===== config.mk =====
export PLATFORM = sky130hd
export DESIGN_NAME = self_attention_sched
export DESIGN_NICKNAME = d
export VERILOG_FILES = /design/src/rtl/self_attention_sched.sv
export SDC_FILE = /design/constraint.sdc
export NUM_CORES = 1
export LEC_CHECK = 0
export CAP_MARGIN = 20
export CORE_MARGIN = 3
export CORE_UTILIZATION = 35
export DETAILED_ROUTE_END_ITERATION = 12
export GPL_TIMING_DRIVEN = 0
export HOLD_SLACK_MARGIN = 0.12
export MAX_ROUTING_LAYER = met4
export PLACE_DENSITY = 0.62
export REMOVE_ABC_BUFFERS = 1
export SYNTH_ARGS = -nofsm -noshare
export SYNTH_HDL_FRONTEND = slang
export SYNTH_SLANG_ARGS = --single-unit

===== constraint.sdc =====
create_clock -name clk -period 3.23 [get_ports clk]
set_input_delay 0.323 -clock clk [delete_from_list [all_inputs] [get_ports clk]]
set_output_delay 0.323 -clock clk [all_outputs]
set_load 0.05 [all_outputs]

===== src/rtl/self_attention_sched.sv =====
// Scheduler for one self-attention head: B2R row streaming, softmax row strobes and
// diagonal R2B tile hand-off. Optional stall counter enabled by SA_SCHED_STALL_CNT_EN.
module self_attention_sched #(
  parameter  int NUM_ROWS   = 4,
  parameter  int NUM_TILES  = 2,
  parameter  int NUM_SLICES = 2,
  localparam int RW         = $clog2(NUM_ROWS) + 1,
  localparam int SW         = $clog2(NUM_SLICES + 1)
) (
  input  logic                    clk,
  input  logic                    rst_n,
  input  logic                    start,
  input  logic                    in_valid_b2r,
  input  logic                    out_ready_b2r,
  input  logic                    slice_done_b2r,
  input  logic [NUM_ROWS-1:0]     softmax_done,
  input  logic [NUM_ROWS-1:0]     softmax_out_valid,
  input  logic [NUM_TILES-1:0]    slice_last_r2b,
  output logic                    internal_rst_n_b2r,
  output logic [NUM_ROWS-1:0]     internal_rst_n_softmax,
  output logic                    softmax_en,
  output logic [NUM_ROWS-1:0]     softmax_valid,
  output logic [NUM_TILES*RW-1:0] r2b_row_idx,
  output logic [NUM_TILES-1:0]    in_valid_r2b,
  output logic [NUM_TILES-1:0]    internal_rst_n_r2b,
  output logic [SW-1:0]           slice_cnt,
`ifdef SA_SCHED_STALL_CNT_EN
  output logic [31:0]             stall_cycles,
`endif
  output logic                    busy,
  output logic                    done
);

  localparam int GPMAX = NUM_ROWS + NUM_TILES - 1;
  localparam int VW    = $clog2(NUM_ROWS);
  localparam int GW    = $clog2(GPMAX + 1);

  localparam logic [1:0] IDLE   = 2'd0;
  localparam logic [1:0] WAIT   = 2'd1;
  localparam logic [1:0] STREAM = 2'd2;
  localparam logic [1:0] DONE   = 2'd3;

  logic [1:0]    state, state_nxt;
  logic [VW-1:0] vp;
  logic [GW-1:0] gp;
  logic          stream_adv;
  logic          slice_boundary;

  assign stream_adv     = (state == STREAM) && out_ready_b2r;
  assign slice_boundary = slice_last_r2b[NUM_TILES-1];
  assign busy           = (state != IDLE);
  assign done           = (state == DONE);

  // NOTE: every combinational output gets a default first, so no path can infer a latch.
  always_comb begin
    state_nxt = state;
    case (state)
      IDLE:    if (start) state_nxt = WAIT;
      WAIT:    if (in_valid_b2r) state_nxt = STREAM;
      STREAM:  if (slice_boundary && slice_cnt == SW'(NUM_SLICES - 1)) state_nxt = DONE;
      default: state_nxt = IDLE;
    endcase
  end

  // NOTE: sequential state uses non-blocking assignments so all registers update from pre-edge values.
  always_ff @(posedge clk or negedge rst_n) begin
    if (!rst_n) begin
      state                  <= IDLE;
      softmax_en             <= 1'b0;
      vp                     <= '0;
      softmax_valid          <= '0;
      gp                     <= '0;
      slice_cnt              <= '0;
      internal_rst_n_b2r     <= 1'b0;
      internal_rst_n_softmax <= '0;
      internal_rst_n_r2b     <= '0;
    end else begin
      state <= state_nxt;

      if (state == WAIT && in_valid_b2r) softmax_en <= 1'b1;
      else if (state == DONE)            softmax_en <= 1'b0;

      softmax_valid <= stream_adv ? (NUM_ROWS'(1) << vp) : '0;
      if (stream_adv) vp <= (vp == VW'(NUM_ROWS - 1)) ? '0 : vp + 1'b1;

      // A slice boundary clears the diagonal even when outputs arrive in the same cycle.
      if (slice_boundary)                                gp <= '0;
      else if (|softmax_out_valid && gp != GW'(GPMAX))   gp <= gp + 1'b1;

      if (state == DONE)                        slice_cnt <= '0;
      else if (state == STREAM && slice_boundary) slice_cnt <= slice_cnt + 1'b1;

      internal_rst_n_b2r     <= ~slice_done_b2r;
      internal_rst_n_softmax <= ~softmax_done;
      internal_rst_n_r2b     <= ~slice_last_r2b;
    end
  end

  // Tile m works the diagonal row gp-m while that row exists.
  always_comb begin
    r2b_row_idx  = '0;
    in_valid_r2b = '0;
    for (int m = 0; m < NUM_TILES; m++) begin
      if (int'(gp) >= m && int'(gp) < m + NUM_ROWS) begin
        r2b_row_idx[m*RW +: RW] = RW'(int'(gp) - m);
        in_valid_r2b[m]         = |(softmax_out_valid & (NUM_ROWS'(1) << (int'(gp) - m)));
      end
    end
  end

`ifdef SA_SCHED_STALL_CNT_EN
  always_ff @(posedge clk or negedge rst_n) begin
    if (!rst_n)                                           stall_cycles <= '0;
    else if (state == IDLE && start)                      stall_cycles <= '0;
    else if (state == STREAM && !out_ready_b2r && !(&stall_cycles)) stall_cycles <= stall_cycles + 1'b1;
  end
`endif

endmodule


==> impl_metrics.toml, run 1 <==
[run_status]
outcome = "finished clean"

[floorplan]
die_x_um = 62.98
die_h_um = 62.98
io_pins = 40
core_area_um2 = 3078
die-area_um2 = 3966
start_util_pct = 36.91
rows = 20

[timing]
finalSetupViolCount = 0
layout_min_cycle_time_ns = 2.998
worst_pin_slew_ns = 0.8857
final_hold_viol_count = 0
layout_worst_path_cycle_share_pct = 92.81
relSlewSlack_pct = 40.77
setup_ws_ns = 0.2321
setup_tns_ns = 0
slew_violations = 0
rsz0062_at_grt = "no"
skew_ns = 0.005715
hold_ws_ns = 0.4987
max_freq_mhz = 333.6

[cells_and_area]
num-nets-final = 185
diodes = 0
mostFrequentLayoutCell = "clkdlybuf4s50_1"
drive_above_1_share_pct = 5.960
fin_util_pct = 51.71
area_delta_synth_final_pct = 40.09
multi_input_area_um2 = 528.0
fillCellCount = 294
seqCellArea_um2 = 525.5
final_cells = 195
final_cell_mix = "clkdlybuf4s50_1 (38), dfrtp_1 (21), inv_1 (20), ha_1 (17), nor2_1 (8)"

[logic_synthesis]
async_flop_share_pct = 100.0
syn_avg_cell_area_um2 = 10.33
synth_xor_area_share_pct = 0.7709
synth_compound_area_share_pct = 9.141
synth_adder_area_share_pct = 18.72
synth_edf_count = 0
yosys_register_bits = 21
synth-simple-area-share_pct = 11.89
synth_top_flop_cell = "dfrtp_1"
yosys_warnings = 0
netlist_area_um2 = 1136
yosysTopAreaCell = "dfrtp_1"
yosys.area.top_type_share_pct = 46.26
synth_mux_area_share_pct = 5.617
synthTopCellsByArea = "dfrtp_1 (46%), ha_1 (19%), inv_1 (6.6%)"
ys_seq_area_share_pct = 46.26
synth_top_family_by_area = "adder cells"
syn-instance-count = 110
ys_types = 27

[cts]
cts_tree = "done"
htreeDepth = 1
clkTransAtPathRegs_ns = 0.12
cts_buffers = 3
insertion_delay_ns = 0.30
clockRootBuffer = "clkbuf_4"
clk_path_buf_depth = 2
post_cts_resized = 0
postCtsSetupRepairBufs = 0
cts_sinks = 21
postCtsHoldBufs = 0

[power_and_ir_drop]
peakVddDrop_mv = 0.4582
leakagePower_nw = 0.7763
power_density_nw_per_um2 = 728.5

[critical_path]
required_ns = 2.91
critical_path_arrival_ns = 2.67
cp-end-kind = "output port"
crit_type = "flop to output port"
ff2ff_path_depth = 4
startpoint_type = "flop"
cp_max_fo = 7

[global_routing]
gr-total-overflow = 0
grt_max_degree = 22
grt_pass1_vias = 853
grt_usage_pct = 11.98
antenna_found_initial = 0
grt_pass1_wl_um = 3732

[route]
drc = 0
wire_per_inst_um = 10.88
via_count = 869
viasPerCell = 4.456
routed_wl_um = 2121
initialDrtViolationCount = 17
antenna_left = 0
dr.pass1.iters = 4

[placed_design]
place_ws_ns = 0.5595
dp_hpwl_um = 1700
placed_cells = 191
port-buffer-count = 38
routabilityCongestion = 0.8139

[min_path]
hold-path-cell-count = 2
min_path_type = "primary input to flop"

[flow_run]
cap_violations = 0
Yosys cell counts (2+ instances only):
cell	n
mux2_2	2
o21ai_0	3
a22oi_1	2
nor2_1	8
inv_1	20
nor3_1	2
mux2i_1	3
ha_1	17
dfrtp_1	21
and3_1	4
or2_2	2
nand2_1	7
a21oi_1	5
sequential cells by signal (all words and copies together) (netlist names):
signal                  count
internal_rst_n_softmax      4
softmax_valid               4
gp                          3
internal_rst_n_r2b          2
slice_cnt                   2
state                       2
vp                          2
internal_rst_n_b2r          1
softmax_en                  1
cell families after synthesis:
family,Yosys count
fa+ha+maj,17
mux,6
flops,21
simple gates,27
compound gates,16
xor+xnor,1
buf+inv,21
other cells,1
stage by stage:
stage	area (µm²)	power (mW)
floorplan	1129	0.8363
global placement	1564	1.031
detailed placement	1564	1.047
CTS	1592	1.172
global route	1592	1.247
finish	1592	1.159
final cells by class:
class                      count  share of cell area [%]
clock inverter                 1                  0.3145
inverter                      20                   4.717
tap                           44                   3.459
timing repair buffer          38                   23.90
multi-input combinational     68                   33.18
sequential                    21                   33.02
clock buffer                   3                   1.415
report_power, final:
group	leakage [nW]	switching (mW)	internal (mW)
Clock	0.0177	0.0770	0.0461
Sequential	0.263	0.0536	0.322
Combinational	0.496	0.413	0.247
Total	0.776	0.544	0.616
per-layer routing:
layer	wire (µm)	part of all wire [%]	track usage (%)
met1	948	45	13.80
met2	1042	49	20.03
met3	112	5.3	2.158
met4	17	0.80	5.785
met5	0	0	-
worst paths after layout:
check | slack [ns] | startpoint | to
max in group asynchronous | 2.18 | rst_n | softmax_valid[0]
worst max register to register | 1.55 | state[0] | state[1]
worst min register to register | 0.53 | softmax_en | softmax_en
min in group asynchronous | 0.51 | rst_n | state[0]
worst max-delay path | 0.23 | gp[0] | in_valid_r2b[1]
worst min-delay path | 0.50 | slice_last_r2b[0] | internal_rst_n_r2b[0]
worst max-delay path, stage by stage (launching register included):
cell and delay [ns]:
dfrtp_1 0.48, inv_1 0.16, ha_1 0.40, mux2i_1 0.16, o22ai_1 0.15, nor3b_1 0.19
clkdlybuf4s50_1 0.83
Power figures use the tool's default switching activity.
==> inputs of run 2 (changes only) <==
--- a/config.mk
+++ b/config.mk
@@ -8,11 +8,12 @@
 export CAP_MARGIN = 20
 export CORE_MARGIN = 3
 export CORE_UTILIZATION = 35
+export CTS_CLUSTER_DIAMETER = 40
 export DETAILED_ROUTE_END_ITERATION = 12
 export GPL_TIMING_DRIVEN = 0
 export HOLD_SLACK_MARGIN = 0.12
 export MAX_ROUTING_LAYER = met4
-export PLACE_DENSITY = 0.62
+export PLACE_DENSITY = 0.64
 export REMOVE_ABC_BUFFERS = 1
 export SYNTH_ARGS = -nofsm -noshare
 export SYNTH_HDL_FRONTEND = slang
==> constraint.sdc (replaced) <==
create_clock -name clk -period 2.6 [get_ports clk]
set_input_delay 0.26 -clock clk [delete_from_list [all_inputs] [get_ports clk]]
set_output_delay 0.26 -clock clk [all_outputs]
set_load 0.05 [all_outputs]
==> run 2 against run 1 <==
Compared with the run above: global-route usage rose by 0.58 points; power rose by 24%; non-clock buffer count did not move; clock-buffer cell count did not move; sequential power rose by 24%; register-to-register slack got worse by 0.67 ns; die area did not move; setup slack got worse by 0.092 ns; final cell count did not move; combinational power rose by 23%; utilization fell by 0.41 points; final area fell by 0.79%.
==> impl_metrics.toml, run 2 (synthesized netlist as in run 1, its figures left out) <==
[run_status]
outcome = "finished clean"

[global_routing]
grt_max_degree = 22
grt_pass1_wl_um = 3946
gr-total-overflow = 0
grt_usage_pct = 12.56
antenna_found_initial = 0
grt_pass1_vias = 902

[min_path]
min_path_type = "primary input to flop"
min-delay-start = "softmax_done[0]"

[floorplan]
die_h_um = 62.98
die_x_um = 62.98
core_area_um2 = 3078
die-area_um2 = 3966
start_util_pct = 36.91
rows = 20
io_pins = 40

[cts]
cts_buffers = 3
clk_path_buf_depth = 2
cts_tree = "done"
postCtsSetupRepairBufs = 0
clkTransAtPathRegs_ns = 0.11
clockRootBuffer = "clkbuf_4"
insertion_delay_ns = 0.30
htreeDepth = 1
cts_sinks = 21

[placed_design]
routabilityCongestion = 0.8428
port-buffer-count = 38
dp_hpwl_um = 1763
place_area_um2 = 1564
placed_cells = 191

[route]
via_count = 877
drc = 0
dr.pass1.iters = 4
antenna_left = 0
initialDrtViolationCount = 43
viasPerCell = 4.497
routed_wl_um = 2234
wire_per_inst_um = 11.46

[cells_and_area]
fin_area_um2 = 1579
mostFrequentLayoutCell = "clkdlybuf4s50_1"
area_delta_synth_final_pct = 38.99
final_cells = 195
top_regs = "internal_rst_n_softmax x4, softmax_valid x4, gp x3"
final_cell_mix = "clkdlybuf4s50_1 (33), dfrtp_1 (21), inv_1 (20), ha_1 (17), nor2_1 (8)"
diodes = 0
drive_above_1_share_pct = 7.947
num-nets-final = 185

[timing]
max_freq_mhz = 406.5
relSlewSlack_pct = 39.04
hold_ws_ns = 0.4279
final_hold_viol_count = 0
layout_min_cycle_time_ns = 2.460
slew_violations = 0
worst_pin_slew_ns = 0.9115
layout_worst_path_cycle_share_pct = 94.61
finalSetupViolCount = 0
rsz0062_at_grt = "no"
skew_ns = 0.006252

[critical_path]
crit_family = "buffers and inverters"
rr_startpoint = "state[0]"
critPathLaunch = "gp[0]"
cp_common_cell = "ha_1"
slowest_stage = "clkdlybuf4s15_1"
cp_max_fo = 7
crit_type = "flop to output port"
cp_num_buf_inv = 2
crit_chain = "inv_1 -> ha_1 -> ha_1 -> nor3_1 -> a21oi_1 -> nor2_1 -> clkdlybuf4s15_1"
required_ns = 2.34
critical_path_arrival_ns = 2.20
max_stage_delay_ns = 0.50
startpoint_type = "flop"
cp-end-kind = "output port"

[power_and_ir_drop]
leakagePower_nw = 0.7908
power_density_nw_per_um2 = 907.9
peakVddDrop_mv = 0.5440

[flow_run]
cap_violations = 0
## run 2: metal layers
metal	track usage, %	vias up	part of all wire (%)
li1	-	441	-
met1	13.90	411	42
met2	21.87	23	51
met3	2.878	2	5.8
met4	4.683	0	0.76
met5	-	-	0
## run 2: report_power, final
part | switching, mW | internal (mW)
clock | 0.0970 | 0.0573
combinational | 0.520 | 0.294
sequential | 0.0652 | 0.400
total | 0.682 | 0.751
## run 2: area by class of cell
class / count / area [µm²]
clock inverters: 1 / 5.005
multi-input cells: 68 / 528.0
well taps: 44 / 55.05
clock buffers: 3 / 22.52
repair buffers: 38 / 367.9
fillers: 307 / 1499
flip-flops and latches: 21 / 525.5
inverters: 20 / 75.07
## run 2: what timing repair did
item	CTS	global route
resized for setup	7	8
pin swaps	0	0
setup endpoints to repair	4	5
cloned	0	0
hold buffers	0	0
## run 2: worst paths after layout
| kind | endpoint | slack, ns | depth (start not counted) |
|---|---|---|---|
| setup / recovery | r2b_row_idx[4] | 0.14 | 7 |
| hold / removal | internal_rst_n_softmax[0] | 0.43 | 2 |
| setup reg to reg | state[1] | 0.88 | 4 |
| hold reg to reg | softmax_en | 0.53 | 2 |
| max in group asynchronous | softmax_valid[0] | 1.58 | 1 |
| min in group asynchronous | vp[1] | 0.46 | 1 |
## run 2: worst reg2reg max path, cell delays in order (launching register included)
cell	delay, ns
dfrtp_1	0.44
inv_1	0.10
ha_1	0.30
a222oi_1	0.41
mux2_1	0.37
## run 2: per-stage QoR
| step | power, mW | setup TNS [ns] | setup WS (ns) | util [%] |
|---|---|---|---|---|
| floorplan | 1.039 | 0 | 0.02180 | - |
| global placement | 1.280 | 0 | 0.001111 | 50.81 |
| detailed placement | 1.306 | -0.02414 | -0.02414 | 50.81 |
| CTS | 1.452 | 0 | 0.05680 | 51.63 |
| global route | 1.538 | 0 | 0.001253 | 51.30 |
| finish | 1.434 | 0 | 0.1402 | 51.30 |
==> inputs of run 3 (changes only) <==
--- a/config.mk
+++ b/config.mk
@@ -8,6 +8,7 @@
 export CAP_MARGIN = 20
 export CORE_MARGIN = 3
 export CORE_UTILIZATION = 35
+export CTS_BUF_LIST = sky130_fd_sc_hd__clkbuf_16
 export CTS_CLUSTER_DIAMETER = 40
 export DETAILED_ROUTE_END_ITERATION = 12
 export GPL_TIMING_DRIVEN = 0
==> run 3 against run 2 <==
Compared with the run above: clock skew fell by 0.0043 ns; critical path depth did not move; non-clock buffer count unchanged; die area unchanged; clock-buffer cell count unchanged; worst hold slack improved by 0.049 ns; register-to-register slack better by 0.05 ns; sequential power barely moved; clock power is 110% higher; first-iteration DRC count down 12%; final cell count is the same; critical path type unchanged.
==> impl_metrics.toml, run 3 (synthesized netlist as in run 1, its figures left out) <==
[placed_design]
routabilityCongestion = 0.8428
port-buffer-count = 38
placed_cells = 191
place_ws_ns = -0.02414
place_area_um2 = 1564
dp_hpwl_um = 1763

[cts]
insertion_delay_ns = 0.25
clkTransAtPathRegs_ns = 0.06
postCtsHoldBufs = 0
cts_sinks = 21
cts_tree = "done"
cts_buffers = 3
clk_path_buf_depth = 2
clockRootBuffer = "clkbuf_16"
htreeDepth = 1

[power_and_ir_drop]
power_density_nw_per_um2 = 979.5
power_mw = 1.602
peakVddDrop_mv = 0.5046
leakagePower_nw = 0.8062

[cells_and_area]
drive_above_1_share_pct = 6.623
top_regs = "internal_rst_n_softmax x4, softmax_valid x4, gp x3"
diodes = 0
multi_input_area_um2 = 528.0
fillCellCount = 300
seqCellArea_um2 = 525.5
final_cells = 195
fin_util_pct = 53.13
fin_area_um2 = 1635
num-nets-final = 185
area_delta_synth_final_pct = 43.94
final_cell_mix = "clkdlybuf4s50_1 (34), dfrtp_1 (21), inv_1 (20), ha_1 (17), nor2_1 (8)"
mostFrequentLayoutCell = "clkdlybuf4s50_1"

[floorplan]
core_area_um2 = 3078
rows = 20
die-area_um2 = 3966
die_h_um = 62.98
io_pins = 40
start_util_pct = 36.91
die_x_um = 62.98

[timing]
skew_ns = 0.001951
worst_pin_slew_ns = 0.8888
hold_ws_ns = 0.4770
rsz0062_at_grt = "no"
final_hold_viol_count = 0
finalSetupViolCount = 0
layout_min_cycle_time_ns = 2.417
max_freq_mhz = 413.8
relSlewSlack_pct = 40.56
setup_ws_ns = 0.1834
slew_violations = 0
layout_worst_path_cycle_share_pct = 92.94
setup_tns_ns = 0

[global_routing]
gr-total-overflow = 0
antenna_found_initial = 0
grt_pass1_wl_um = 3981
grt_max_degree = 22
grt_usage_pct = 12.91
grt_pass1_vias = 913

[route]
routed_wl_um = 2205
wire_per_inst_um = 11.31
via_count = 884
initialDrtViolationCount = 38
dr.pass1.iters = 4
viasPerCell = 4.533
drc = 0
antenna_left = 0

[critical_path]
crit_type = "flop to output port"
cp_num_buf_inv = 2
required_ns = 2.34
crit_chain = "inv_1 -> ha_1 -> ha_1 -> nor3_1 -> a21oi_1 -> nor2_1 -> dlygate4sd2_1"
startpoint_type = "flop"
max_stage_delay_ns = 0.53
critical_path_arrival_ns = 2.16
slowest_stage = "dlygate4sd2_1"
cp_max_fo = 7
cp_common_cell = "ha_1"
crit_family = "buffers and inverters"
cp-end-kind = "output port"

[flow_run]
cap_violations = 0

[run_status]
outcome = "finished clean"

[min_path]
min_path_type = "primary input to flop"
## run 3: worst paths after layout
path,startpoint,end,slack (ns),cells past startpoint
worst min-delay path,softmax_done[0],internal_rst_n_softmax[0],0.48,2
worst min register to register,softmax_en,softmax_en,0.52,2
worst max-delay path,gp[0],r2b_row_idx[5],0.18,7
min in group asynchronous,rst_n,softmax_valid[3],0.51,1
worst max register to register,state[0],state[1],0.93,4
max in group asynchronous,rst_n,gp[2],1.54,1
## run 3: repair_timing
item | in CTS | in global routing
pin swaps | 0 | 0
setup buffers | 0 | 0
endpoints found under the setup margin | 4 | 1
cloned | 0 | 0
gates resized for setup | 5 | 2
## run 3: final cells by class
cell class | instances | share of cell area (%)
timing repair buffer | 38 | 22.72
multi-input combinational | 68 | 32.29
clock buffer | 3 | 4.591
tap | 44 | 3.366
sequential | 21 | 32.13
clock inverter | 1 | 0.3060
inverter | 20 | 4.591
## run 3: per-layer routing
layer | wire, µm | up-vias | GRT usage, %
li1 | - | 443 | -
met1 | 920 | 412 | 13.67
met2 | 1095 | 24 | 22.13
met3 | 146 | 5 | 3.417
met4 | 42 | 0 | 6.336
met5 | 0 | - | -
## run 3: worst register-to-register path, cell delays in order (launching register included)
cell	delay, ns
dfrtp_1	0.42
inv_1	0.10
ha_1	0.30
a222oi_1	0.37
mux2_1	0.37
## run 3: power by group
part | total (mW) | switching, mW | internal [mW]
Sequential | 0.467 | 0.0655 | 0.402
Combinational | 0.811 | 0.516 | 0.296
Clock | 0.323 | 0.117 | 0.206
Total | 1.60 | 0.698 | 0.904
